## config.mk

```make
export PLATFORM = sky130hd
export DESIGN_NAME = reg_group_seq_flat
export DESIGN_NICKNAME = d
export VERILOG_FILES = /design/src/rtl/reg_group_seq_pkg.sv /design/src/rtl/reg_group_seq_if.sv /design/src/rtl/reg_group_seq_alu.sv /design/src/rtl/reg_group_seq.sv /design/src/flat_wrapper.sv
export SDC_FILE = /design/constraint.sdc
export NUM_CORES = 1
export LEC_CHECK = 0
export BUFFER_PORTS_ARGS = -buffer_cell sky130_fd_sc_hd__buf_2
export CAP_MARGIN = 15
export CORE_UTILIZATION = 57
export CTS_CLUSTER_DIAMETER = 120
export DETAILED_ROUTE_END_ITERATION = 8
export PLACE_DENSITY_LB_ADDON = 0.2
export SYNTH_ARGS = -nofsm -noshare
export SYNTH_HDL_FRONTEND = slang
export SYNTH_SLANG_ARGS = --single-unit
export TNS_END_PERCENT = 5
```

## constraint.sdc

```tcl
create_clock -name clk -period 3.3 [get_ports clk]
set_input_delay 0.99 -clock clk [delete_from_list [all_inputs] [get_ports clk]]
set_output_delay 0.99 -clock clk [all_outputs]
set_load 0.05 [all_outputs]
```

## src/rtl/reg_group_seq_pkg.sv

```systemverilog
// Shared constants for the register-group micro-sequencer: widths, opcodes, states.
// Latency: n/a (package).
// Backpressure: n/a (package).
package reg_group_seq_pkg;

  localparam int DW_DEF   = 8;
  localparam int NREG_DEF = 3;

  localparam logic [3:0] OP_NOP  = 4'h0;
  localparam logic [3:0] OP_MOV  = 4'h1;
  localparam logic [3:0] OP_ADD  = 4'h2;
  localparam logic [3:0] OP_SUB  = 4'h3;
  localparam logic [3:0] OP_AND  = 4'h4;
  localparam logic [3:0] OP_OR   = 4'h5;
  localparam logic [3:0] OP_XOR  = 4'h6;
  localparam logic [3:0] OP_NOT  = 4'h7;
  localparam logic [3:0] OP_LDI  = 4'h8;
  localparam logic [3:0] OP_HALT = 4'hF;

  typedef enum logic [2:0] {
    ST_IDLE,
    ST_FETCH,
    ST_READ,
    ST_EXEC,
    ST_WB,
    ST_IMM,
    ST_HALT
  } state_t;

  // Opcodes that read ra/rb through the register group and go via the ALU.
  function automatic logic op_is_alu(input logic [3:0] op);
    return (op >= OP_MOV) && (op <= OP_NOT);
  endfunction

endpackage

```

## src/rtl/reg_group_seq_if.sv

```systemverilog
// Instruction-fetch handshake plus register-group read/write ports.
// Latency: n/a (wiring only).
// Backpressure: instr_req from the sequencer gates acceptance of instr_vld.
interface reg_group_seq_if
  import reg_group_seq_pkg::*;
#(
  parameter int DW = DW_DEF
);
  logic          instr_req;
  logic          instr_vld;
  logic [DW-1:0] instr;
  logic [1:0]    raa;
  logic [1:0]    rwba;
  logic          we;
  logic [DW-1:0] wdata;
  logic [DW-1:0] s;
  logic [DW-1:0] d;

  modport master (
    output instr_req, raa, rwba, we, wdata,
    input  instr_vld, instr, s, d
  );

  modport slave (
    input  instr_req, raa, rwba, we, wdata,
    output instr_vld, instr, s, d
  );
endinterface

```

## src/rtl/reg_group_seq_alu.sv

```systemverilog
// Combinational ALU: result = op(b, a) with carry/borrow and zero flags.
// Latency: 0 cycles (pure combinational).
// Backpressure: none.
module reg_group_seq_alu
  import reg_group_seq_pkg::*;
#(
  parameter int DW = DW_DEF
) (
  input  logic [3:0]    op,
  input  logic [DW-1:0] a,
  input  logic [DW-1:0] b,
  output logic [DW-1:0] result,
  output logic          cf,
  output logic          zf
);

  logic [DW:0] sum;
  logic [DW:0] diff;

  // a is the source (ra) operand, b the destination (rb) operand; SUB is b - a.
  always_comb begin
    sum    = {1'b0, b} + {1'b0, a};
    diff   = {1'b0, b} - {1'b0, a};
    result = '0;
    cf     = 1'b0;
    case (op)
      OP_MOV:  result = a;
      OP_ADD:  {cf, result} = sum;
      OP_SUB:  {cf, result} = diff;
      OP_AND:  result = b & a;
      OP_OR:   result = b | a;
      OP_XOR:  result = b ^ a;
      OP_NOT:  result = ~a;
      default: result = '0;
    endcase
    zf = (result == '0);
  end

endmodule

```

## src/rtl/reg_group_seq.sv

```systemverilog
// Micro-sequencer: fetch byte, decode, read A/B/C via s/d, ALU, write back with active-low we.
// Latency: ALU/MOV accept -> WB in 3 cycles (READ, EXEC, WB); LDI immediate accept -> WB next cycle.
// Backpressure: instr_req high only in FETCH/IMM; stalls indefinitely while instr_vld is low.
module reg_group_seq
  import reg_group_seq_pkg::*;
#(
  parameter int DW   = DW_DEF,
  parameter int NREG = NREG_DEF
) (
  input  logic                   clk,
  input  logic                   rst,
  input  logic                   start,
  reg_group_seq_if.master        bus,
  output logic                   busy,
  output logic                   halted,
  output logic                   illegal,
  output logic                   zf,
  output logic                   cf,
  output logic [7:0]             pc
);

  state_t        state, state_nx;
  logic          instr_req_w;
  logic          accept;
  logic          ill_nx;
  logic [3:0]    op_in;
  logic [1:0]    ra_in;
  logic [1:0]    rb_in;
  logic [3:0]    op_q;
  logic [DW-1:0] a_q, b_q;
  logic [1:0]    raa_q, rwba_q;
  logic [DW-1:0] wdata_q;
  logic [DW-1:0] alu_res;
  logic          alu_cf, alu_zf;

  function automatic logic reg_ok(input logic [1:0] r);
    return int'(r) < NREG;
  endfunction

  assign op_in       = bus.instr[7:4];
  assign ra_in       = bus.instr[3:2];
  assign rb_in       = bus.instr[1:0];
  assign instr_req_w = (state == ST_FETCH) || (state == ST_IMM);
  assign accept      = instr_req_w && bus.instr_vld;

  assign bus.instr_req = instr_req_w;
  assign bus.raa       = raa_q;
  assign bus.rwba      = rwba_q;
  assign bus.wdata     = wdata_q;
  // rst masks the write strobe too, so a reset landing inside WB can never commit a write.
  assign bus.we        = !(state == ST_WB) || rst;
  assign busy          = (state != ST_IDLE) && (state != ST_HALT);
  assign halted        = (state == ST_HALT);

  reg_group_seq_alu #(.DW(DW)) u_alu (
    .op     (op_q),
    .a      (a_q),
    .b      (b_q),
    .result (alu_res),
    .cf     (alu_cf),
    .zf     (alu_zf)
  );

  // State register.
  always_ff @(posedge clk) begin
    if (rst) state <= ST_IDLE;
    else     state <= state_nx;
  end

  // Next-state decode; bad opcodes and bad register indices fall back to FETCH as a NOP.
  always_comb begin
    state_nx = state;
    ill_nx   = 1'b0;
    case (state)
      ST_IDLE:  if (start) state_nx = ST_FETCH;
      ST_FETCH: begin
        if (accept) begin
          if (op_in == OP_HALT) begin
            state_nx = ST_HALT;
          end else if (op_in == OP_NOP) begin
            state_nx = ST_FETCH;
          end else if (op_is_alu(op_in)) begin
            if (reg_ok(ra_in) && reg_ok(rb_in)) state_nx = ST_READ;
            else                                ill_nx   = 1'b1;
          end else if (op_in == OP_LDI) begin
            if (reg_ok(rb_in)) state_nx = ST_IMM;
            else               ill_nx   = 1'b1;
          end else begin
            ill_nx = 1'b1;
          end
        end
      end
      ST_READ:  state_nx = ST_EXEC;
      ST_EXEC:  state_nx = ST_WB;
      ST_WB:    state_nx = ST_FETCH;
      ST_IMM:   if (accept) state_nx = ST_WB;
      ST_HALT:  if (start) state_nx = ST_FETCH;
      default:  state_nx = ST_IDLE;
    endcase
  end

  // Datapath: register selects, operand capture, result/flag registers, pc and illegal pulse.
  always_ff @(posedge clk) begin
    if (rst) begin
      raa_q   <= '0;
      rwba_q  <= '0;
      wdata_q <= '0;
      op_q    <= OP_NOP;
      a_q     <= '0;
      b_q     <= '0;
      zf      <= 1'b0;
      cf      <= 1'b0;
      pc      <= '0;
      illegal <= 1'b0;
    end else begin
      illegal <= ill_nx;
      if (accept) pc <= pc + 8'd1;
      if (state == ST_FETCH && state_nx == ST_READ) begin
        raa_q  <= ra_in;
        rwba_q <= rb_in;
        op_q   <= op_in;
      end
      if (state == ST_FETCH && state_nx == ST_IMM) rwba_q <= rb_in;
      if (state == ST_IMM && accept) wdata_q <= bus.instr;
      if (state == ST_READ) begin
        a_q <= bus.s;
        b_q <= bus.d;
      end
      if (state == ST_EXEC) begin
        wdata_q <= alu_res;
        if (op_q != OP_MOV) begin
          zf <= alu_zf;
          cf <= alu_cf;
        end
      end
    end
  end

endmodule

```

## src/flat_wrapper.sv

```systemverilog
// flat-port wrapper written by rule: the top's interface ports become plain ports
module reg_group_seq_flat import reg_group_seq_pkg::*;
#(
  parameter int DW   = DW_DEF,
  parameter int NREG = NREG_DEF
)
  (clk, rst, start, busy, halted, illegal, zf, cf, pc, bus_instr_req, bus_raa, bus_rwba, bus_we, bus_wdata, bus_instr_vld, bus_instr, bus_s, bus_d);
  reg_group_seq_if #(.DW(DW)) bus_i ();
  input  logic clk;
  input  logic rst;
  input  logic start;
  output logic busy;
  output logic halted;
  output logic illegal;
  output logic zf;
  output logic cf;
  output logic [7:0] pc;
  output wire logic [$bits(bus_i.instr_req)-1:0] bus_instr_req;
  output wire logic [$bits(bus_i.raa)-1:0] bus_raa;
  output wire logic [$bits(bus_i.rwba)-1:0] bus_rwba;
  output wire logic [$bits(bus_i.we)-1:0] bus_we;
  output wire logic [$bits(bus_i.wdata)-1:0] bus_wdata;
  input wire logic [$bits(bus_i.instr_vld)-1:0] bus_instr_vld;
  input wire logic [$bits(bus_i.instr)-1:0] bus_instr;
  input wire logic [$bits(bus_i.s)-1:0] bus_s;
  input wire logic [$bits(bus_i.d)-1:0] bus_d;
  assign bus_instr_req = bus_i.instr_req;
  assign bus_raa = bus_i.raa;
  assign bus_rwba = bus_i.rwba;
  assign bus_we = bus_i.we;
  assign bus_wdata = bus_i.wdata;
  assign bus_i.instr_vld = bus_instr_vld;
  assign bus_i.instr = bus_instr;
  assign bus_i.s = bus_s;
  assign bus_i.d = bus_d;
  reg_group_seq #(.DW(DW), .NREG(NREG)) u_core (.clk(clk), .rst(rst), .start(start), .bus(bus_i), .busy(busy), .halted(halted), .illegal(illegal), .zf(zf), .cf(cf), .pc(pc));
endmodule
```

==> results.json, run 1 <==
{
  "drc": 0,
  "dpl_worst_slack_ps": 534,
  "final_common_cell": "buf_2",
  "row_count": 27,
  "p_sw_mw": 0.334,
  "synth_cells": 423,
  "cts_tree": "built",
  "vias": 3160,
  "yosysSeqAreaShare_pct": 27.7,
  "postSynth.asyncResetShare_pct": 0,
  "netlist_area_um2": 3330,
  "slew_headroom_pct": 62.3,
  "top_layer_used": "met4",
  "p_seq_share_pct": 52.2,
  "die_h_um": 78.4,
  "dominantRegCellSynth": "dfxtp_1",
  "dieArea_um2": 6140,
  "diodes": 0,
  "hpwl_um": 5790,
  "grt_pass1_wl_um": 13300,
  "hold_class": "reg -> reg",
  "final-hold-violation-count": 0,
  "max_freq_mhz": 378,
  "initial_core_util_pct": 59.7,
  "ios": 55,
  "wl_met2_um": 3700,
  "hold_ws_ps": 478,
  "synth_warnings": 0,
  "synthesis.nets": 478,
  "cts.reportedPaths.clkPinSlew_ps": 100,
  "drt_iter0_drc": 224,
  "synthTopCellsByArea": "dfxtp_1, ha_1, nand2_1",
  "die_x_um": 78.4,
  "cap_violations": 0,
  "setup.worst_path.start_class": "flip-flop",
  "antenna_left": 0,
  "gp_congestion": 0.903,
  "postCtsResizedCells": 0,
  "clk_root_buffer_cell": "clkbuf_8",
  "core-area_um2": 5570,
  "hold_buffers": 0,
  "cp-end-kind": "flip-flop",
  "area_growth_pct": 12.2,
  "path_class": "reg -> reg",
  "wirelength_um": 7860,
  "final_util_pct": 66.9,
  "route.met3.wl_um": 400,
  "layout_common_cells": "buf_2, nand2_1, dfxtp_1",
  "synth_top_area_share_pct": 27.7,
  "gr-total-overflow": 0,
  "clkPwrFrac_pct": 32.0,
  "drv_slew": 0,
  "wl_met1_um": 3610,
  "port_buffers": 54,
  "synth-edff-count": 0,
  "cts_made_buffers": 5,
  "setup_viol": 0,
  "finalCritPeriodShare_pct": 80.1,
  "grt_start_max_net_pins": 48,
  "crit_fanout": 6,
  "setup_ws_ps": 655,
  "cts_sinks": 46,
  "grt_pass1_vias": 2894,
  "synthDistinctLibCells": 63,
  "fin_crit_ps": 2640,
  "leakage_nw": 1.54,
  "htreeDepth": 2,
  "post_drt_wl_per_cell_um": 14.5,
  "drive_above_1_share_pct": 18.3,
  "comb_power_share_pct": 15.8,
  "switching_share_pct": 30.0,
  "vias_per_cell": 5.84,
  "grt.total_usage_pct": 27.0,
  "intPower_mw": 0.781,
  "grt_antenna_before_repair": 0,
  "crit_arrival_ps": 2860,
  "ir_drop_uv": 261,
  "clockBufferDepth": 2,
  "tns_ps": 0,
  "post_cts_buffers": 0,
  "dr.pass1.iters": 5,
  "nets": 523,
  "syn_area_per_cell_um2": 7.86,
  "synth_area_leader_cell": "dfxtp_1",
  "worst-slew-pin-transition_ps": 563,
  "fin_worst_skew_ps": 10.8,
  "cp.required_ps": 3520,
  "ys_ff_latch": 46,
  "status": "completed",
  "rsz0062_at_grt": "false",
  "clock_latency_ps": 300,
  "p_per_area_nw_per_um2": 299
}
[critical path, stage by stage (launching register included)]
cell      delay, ps
dfxtp_1         480
inv_1            80
ha_1            360
or2_2           300
a221oi_2        340
mux2i_1         230
a21oi_1          90
a211oi_1        300
inv_1            90
o41ai_2         300
[area by class of cell]
class                   instances  area, um^2
multi-input cells             328        2210
fillers                       491        1840
flip-flops and latches         46         921
repair buffers                 62         330
inverters                      25        93.8
well taps                      72        90.1
clock buffers                   5        68.8
clock inverters                 3        21.3
[power by group through the flow]
stage / logic [mW] / clock network, mW / registers, mW
finish: 0.176 / 0.357 / 0.582
global route: 0.192 / 0.386 / 0.584
CTS: 0.176 / 0.365 / 0.582
detailed placement: 0.175 / 0 / 0.595
global placement: 0.172 / 0 / 0.594
floorplan: 0.117 / 0 / 0.603
[routing by layer]
| layer | track usage (%) | vias to the layer above |
|---|---|---|
| met5 | 0 | - |
| met4 | 10.6 | 0 |
| met3 | 3.60 | 14 |
| met2 | 45.0 | 97 |
| met1 | 35.1 | 1461 |
| li1 | - | 1588 |
[state kept, by name (all words and copies together) (netlist names)]
register          count
u_core.a_q            8
u_core.b_q            8
u_core.bus.raa        2
u_core.bus.rwba       2
u_core.bus.wdata      8
u_core.cf             1
u_core.illegal        1
u_core.op_q           4
u_core.pc             8
u_core.state          3
u_core.zf             1
[per-stage QoR]
step	cells	instance area [um^2]	total power, mW
floorplan	423	3330	0.720
global placement	533	3640	0.766
detailed placement	533	3640	0.770
CTS	541	3730	1.12
global route	541	3730	1.16
finish	541	3730	1.11
[kinds of logic after synthesis]
family / after synthesis / share of synthesized area (%)
AND/OR/NAND/NOR: 159 / 22.9
XOR/XNOR: 13 / 3.42
adder cells (fa/ha/maj): 27 / 10.6
multiplexers: 17 / 5.15
AO/OA/AOI/OAI: 112 / 24.1
buffers and inverters: 49 / 6.13
flip-flops: 46 / 27.7
[cells in the mapped netlist (all sizes together) (2+ instances only)]
cell,n
nor3,14
inv,25
mux2i,16
buf,12
nand2b,6
o21a,4
o21ai,15
nand3,5
nor2,44
o22ai,3
nor2b,9
a21o,4
nand4,4
nand2,51
dfxtp,46
xor2,6
o31ai,2
clkbuf,12
a2111oi,4
ha,25
xnor2,7
fa,2
a211oi,9
a21oi,36
o211ai,5
a211o,2
and2,2
nor3b,5
and3,5
a22oi,8
a221oi,6
and3b,3
or3,5
[worst paths after layout]
kind	startpoint	end	slack (ps)	cells past startpoint
setup / recovery	u_core.b_q[1]$_SDFFE_PP0P_	u_core.zf$_SDFFE_PP0P_	660	9
hold / removal	u_core.cf$_SDFFE_PP0P_	u_core.cf$_SDFFE_PP0P_	480	2
setup reg to reg	u_core.b_q[1]$_SDFFE_PP0P_	u_core.zf$_SDFFE_PP0P_	660	9
hold reg to reg	u_core.cf$_SDFFE_PP0P_	u_core.cf$_SDFFE_PP0P_	480	2
Power figures use the tool's default switching activity.
==> run 2, diff against run 1 <==
==> constraint.sdc (replaced) <==
create_clock -name clk -period 2.56 [get_ports clk]
set_input_delay 0.768 -clock clk [delete_from_list [all_inputs] [get_ports clk]]
set_output_delay 0.768 -clock clk [all_outputs]
set_load 0.05 [all_outputs]
==> run 2 against run 1 <==
Critical path depth is the same. Combinational power grew 36%. Worst setup slack lost 550 ps. Critical endpoint unchanged.
==> results.json, run 2 (synthesis results as in run 1) <==
{
  "row_count": 27,
  "instances_no_fill": 549,
  "r2r-start": "u_core.b_q[0]$_SDFFE_PP0P_",
  "layout_common_cells": "buf_2, nand2_1, dfxtp_1",
  "dpl_worst_slack_ps": 49.0,
  "finalCritPeriodShare_pct": 95.7,
  "setup_viol": 0,
  "dp_cells": 541,
  "grt.total_usage_pct": 28.4,
  "leakage_nw": 1.60,
  "fin_crit_ps": 2450,
  "slew_headroom_pct": 60.8,
  "post_drt_wl_per_cell_um": 15.4,
  "wirelength_um": 8450,
  "dieArea_um2": 6140,
  "crit_arrival_ps": 2670,
  "tns_ps": 0,
  "setup.worst_path.start_class": "flip-flop",
  "cts.reportedPaths.clkPinSlew_ps": 100,
  "crit_fanout": 4,
  "ff_latch_area_um2": 922,
  "gp_congestion": 0.945,
  "setup_ws_ps": 110,
  "cap_violations": 0,
  "p_total_mw": 1.56,
  "clockBufferDepth": 2,
  "vias_per_cell": 5.85,
  "drive_above_1_share_pct": 21.4,
  "cts_tree": "built",
  "die_x_um": 78.4,
  "diodes": 0,
  "initial_core_util_pct": 59.7,
  "grt_pass1_vias": 2976,
  "antenna_left": 0,
  "area_growth_pct": 15.9,
  "cts_sinks": 46,
  "dr.pass1.iters": 4,
  "final_common_cell": "buf_2",
  "core-area_um2": 5570,
  "ir_drop_uv": 229,
  "drv_slew": 0,
  "grt_pass1_wl_um": 13900,
  "max_freq_mhz": 408,
  "hold_start": "u_core.cf$_SDFFE_PP0P_",
  "ios": 55,
  "fin_worst_skew_ps": 7.69,
  "multi_input_area_um2": 2250,
  "final_util_pct": 69.2,
  "vias": 3214,
  "hold_buffers": 0,
  "nets": 531,
  "status": "completed",
  "cp.required_ps": 2780,
  "cts_made_buffers": 5,
  "gr-total-overflow": 0,
  "drc": 0,
  "drt_iter0_drc": 168,
  "port_buffers": 54,
  "htreeDepth": 2,
  "path_class": "reg -> reg",
  "grt_antenna_before_repair": 0,
  "grt_start_max_net_pins": 48,
  "hpwl_um": 6220,
  "clock_latency_ps": 310,
  "die_h_um": 78.4,
  "hold_class": "reg -> reg",
  "final-hold-violation-count": 0,
  "clk_root_buffer_cell": "clkbuf_8",
  "p_per_area_nw_per_um2": 404,
  "fillers": 478,
  "worst-slew-pin-transition_ps": 583,
  "cp-end-kind": "flip-flop",
  "startpoint": "u_core.b_q[0]$_SDFFE_PP0P_"
}
-- run 2: worst paths after layout --
| kind | to | slack, ps | depth (start not counted) |
|---|---|---|---|
| worst max-delay path | u_core.zf$_SDFFE_PP0P_ | 110 | 9 |
| worst min-delay path | u_core.cf$_SDFFE_PP0P_ | 480 | 2 |
| worst max register to register | u_core.zf$_SDFFE_PP0P_ | 110 | 9 |
| worst min register to register | u_core.cf$_SDFFE_PP0P_ | 480 | 2 |
-- run 2: metrics by stage --
stage | cell area (um^2) | hold slack, ps
after floorplan | 3330 | 453
after global placement | 3700 | 462
after detailed placement | 3700 | 464
after CTS | 3810 | 479
after global routing | 3850 | 517
final | 3850 | 478
-- run 2: report_power, final --
group	internal (mW)	switching [mW]
clock network	0.293	0.277
logic	0.0902	0.148
registers	0.729	0.0211
-- run 2: repair_timing --
item	in CTS	in global routing
endpoints found under the setup margin	0	3
gates resized for setup	0	11
buffers inserted	0	0
-- run 2: worst max-delay path, stage by stage, from the launching register on --
cell       delay, ps
dfxtp_1          330
ha_1             260
fa_2             380
a21o_1           180
a21oi_2          180
or3_1            140
nand2_1           90
a2111oi_4        330
nand4_1          180
o41ai_2          290
-- run 2: per-layer routing --
metal	share of wire, %	track usage, %
met5	0	0
met4	1.1	4.44
met3	4.0	4.07
met2	48	50.5
met1	46	37.0
-- run 2: layout make-up --
cell class | instances | share of cell area [%]
timing repair buffer | 70 | 10.1
multi-input combinational | 328 | 58.3
clock inverter | 3 | 1.14
inverter | 25 | 2.43
clock buffer | 5 | 1.79
tap | 72 | 2.34
sequential | 46 | 23.9
==> run 3, diff against run 2 <==
--- a/config.mk
+++ b/config.mk
@@ -7,10 +7,11 @@
 export LEC_CHECK = 0
 export BUFFER_PORTS_ARGS = -buffer_cell sky130_fd_sc_hd__buf_2
 export CAP_MARGIN = 15
-export CORE_UTILIZATION = 57
+export CORE_UTILIZATION = 25
 export CTS_CLUSTER_DIAMETER = 120
 export DETAILED_ROUTE_END_ITERATION = 8
 export PLACE_DENSITY_LB_ADDON = 0.2
+export SETUP_SLACK_MARGIN = 0.5
 export SYNTH_ARGS = -nofsm -noshare
 export SYNTH_HDL_FRONTEND = slang
 export SYNTH_SLANG_ARGS = --single-unit
==> run 3 against run 2 <==
Cell count grew 19%. Via count is the same. Total power grew 7.7%. Critical endpoint unchanged. First-iteration DRC count shrank 4.8%. Clock skew grew 3.3 ps. Die area grew 120%. Hold slack gained 1.4 ps. Sequential share of layout area shrank 1.3 points. Routed wire length grew 14%. Fmax grew 7.2%. Sequential power is essentially flat.
==> results.json, run 3 (synthesis results as in run 1) <==
{
  "finalCritPeriodShare_pct": 89.3,
  "cp_slowest_stage_delay_ps": 360,
  "ir_drop_uv": 296,
  "cp-end-kind": "flip-flop",
  "crit_fanout": 5,
  "hold_class": "reg -> reg",
  "htreeDepth": 2,
  "gr-total-overflow": 0,
  "vias_per_cell": 4.92,
  "final_util_pct": 32.6,
  "clk_root_buffer_cell": "clkbuf_16",
  "worst-slew-pin-transition_ps": 614,
  "instances_no_fill": 653,
  "fin_worst_skew_ps": 11.0,
  "layout_common_cells": "buf_2, nand2_1, nor2_1",
  "cts_made_buffers": 5,
  "grt.total_usage_pct": 14.5,
  "hold_buffers": 0,
  "setup.worst_path.start_class": "flip-flop",
  "r2r_slack_ps": 270,
  "status": "completed",
  "dr.pass1.iters": 5,
  "cap_violations": 0,
  "grt_start_max_net_pins": 48,
  "p_total_mw": 1.68,
  "final_area_um2": 4160,
  "die_x_um": 117,
  "rsz0062_at_grt": "true",
  "post_drt_wl_per_cell_um": 14.8,
  "diodes": 0,
  "cp.buffers_inverters": 2,
  "vias": 3214,
  "dpl-instance-area_um2": 3830,
  "path_class": "reg -> reg",
  "antenna_left": 0,
  "drv_slew": 0,
  "dieArea_um2": 13800,
  "grt_pass1_vias": 3178,
  "crit_arrival_ps": 2480,
  "cts.reportedPaths.clkPinSlew_ps": 60,
  "gp_congestion": 0.830,
  "drive_above_1_share_pct": 26.2,
  "setup_ws_ps": 273,
  "clock_latency_ps": 300,
  "p_per_area_nw_per_um2": 404,
  "initial_core_util_pct": 26.0,
  "setup_viol": 0,
  "slowest_stage": "dfxtp_4",
  "cp_top_family": "compound AO/OA/AOI/OAI gates",
  "cts_tree": "built",
  "ios": 55,
  "grt_pass1_wl_um": 16200,
  "nets": 535,
  "dp_cells": 640,
  "wirelength_um": 9650,
  "fin_crit_ps": 2290,
  "drc": 0,
  "cts_sinks": 46,
  "dpl_worst_slack_ps": -18.4,
  "hold_ws_ps": 479,
  "tns_ps": 0,
  "clockBufferDepth": 2,
  "leakage_nw": 1.64,
  "cp_cell_sequence": "inv_4 -> ha_4 -> or2_4 -> a221oi_4 -> mux2i_1 -> a21oi_1 -> a211oi_2 -> inv_1 -> o41ai_2",
  "grt_antenna_before_repair": 0,
  "die_h_um": 117,
  "slew_headroom_pct": 58.9,
  "area_growth_pct": 25.1,
  "port_buffers": 54,
  "drt_iter0_drc": 160,
  "hpwl_um": 7170,
  "core-area_um2": 12800,
  "final_common_cell": "buf_2",
  "row_count": 41,
  "cp.required_ps": 2750,
  "max_freq_mhz": 437,
  "final-hold-violation-count": 0
}
==> run 3: cell types whose count changed in the layout (fill, tap and decap cells not counted), sizes merged <==
cell      before  now
clkinvlp       0    1
buf           70   74
inv           26   25
clkbuf         5    6
bufinv         1    0
==> run 3: metal layers <==
layer	track usage, %	part of all wire, %	up-vias
met1	20.3	51	1510
met5	0	0	-
met3	2.43	3.7	18
li1	-	-	1618
met2	22.2	43	68
met4	4.87	1.9	0
==> run 3: layout make-up <==
class | instances | area [um^2]
inverter | 25 | 96.3
sequential | 46 | 940
tap | 172 | 215
fill | 1398 | 8610
clock inverter | 2 | 12.5
multi-input combinational | 328 | 2340
timing repair buffer | 74 | 420
clock buffer | 6 | 139
==> run 3: path summary, 6_finish.rpt <==
path,from,to,cells after the start
max,u_core.a_q[1]$_SDFFE_PP0P_,u_core.zf$_SDFFE_PP0P_,9
min,u_core.cf$_SDFFE_PP0P_,u_core.cf$_SDFFE_PP0P_,2
max reg2reg,u_core.a_q[1]$_SDFFE_PP0P_,u_core.zf$_SDFFE_PP0P_,9
min reg2reg,u_core.cf$_SDFFE_PP0P_,u_core.cf$_SDFFE_PP0P_,2
==> run 3: what timing repair did <==
item	in CTS	in global routing
setup buffers	5	0
pin swaps	14	4
setup endpoints to repair	17	19
resized for setup	33	4
==> run 3: worst reg2reg max path, stage by stage (launching register included) <==
cell,delay [ps]
dfxtp_4,360
inv_4,50
ha_4,250
or2_4,240
a221oi_4,320
mux2i_1,220
a21oi_1,100
a211oi_2,290
inv_1,90
o41ai_2,270
==> run 3: power by group <==
group	switching, mW	leakage, nW	internal [mW]
sequential	0.0216	0.377	0.728
combinational	0.155	1.19	0.0987
clock	0.289	0.0729	0.387
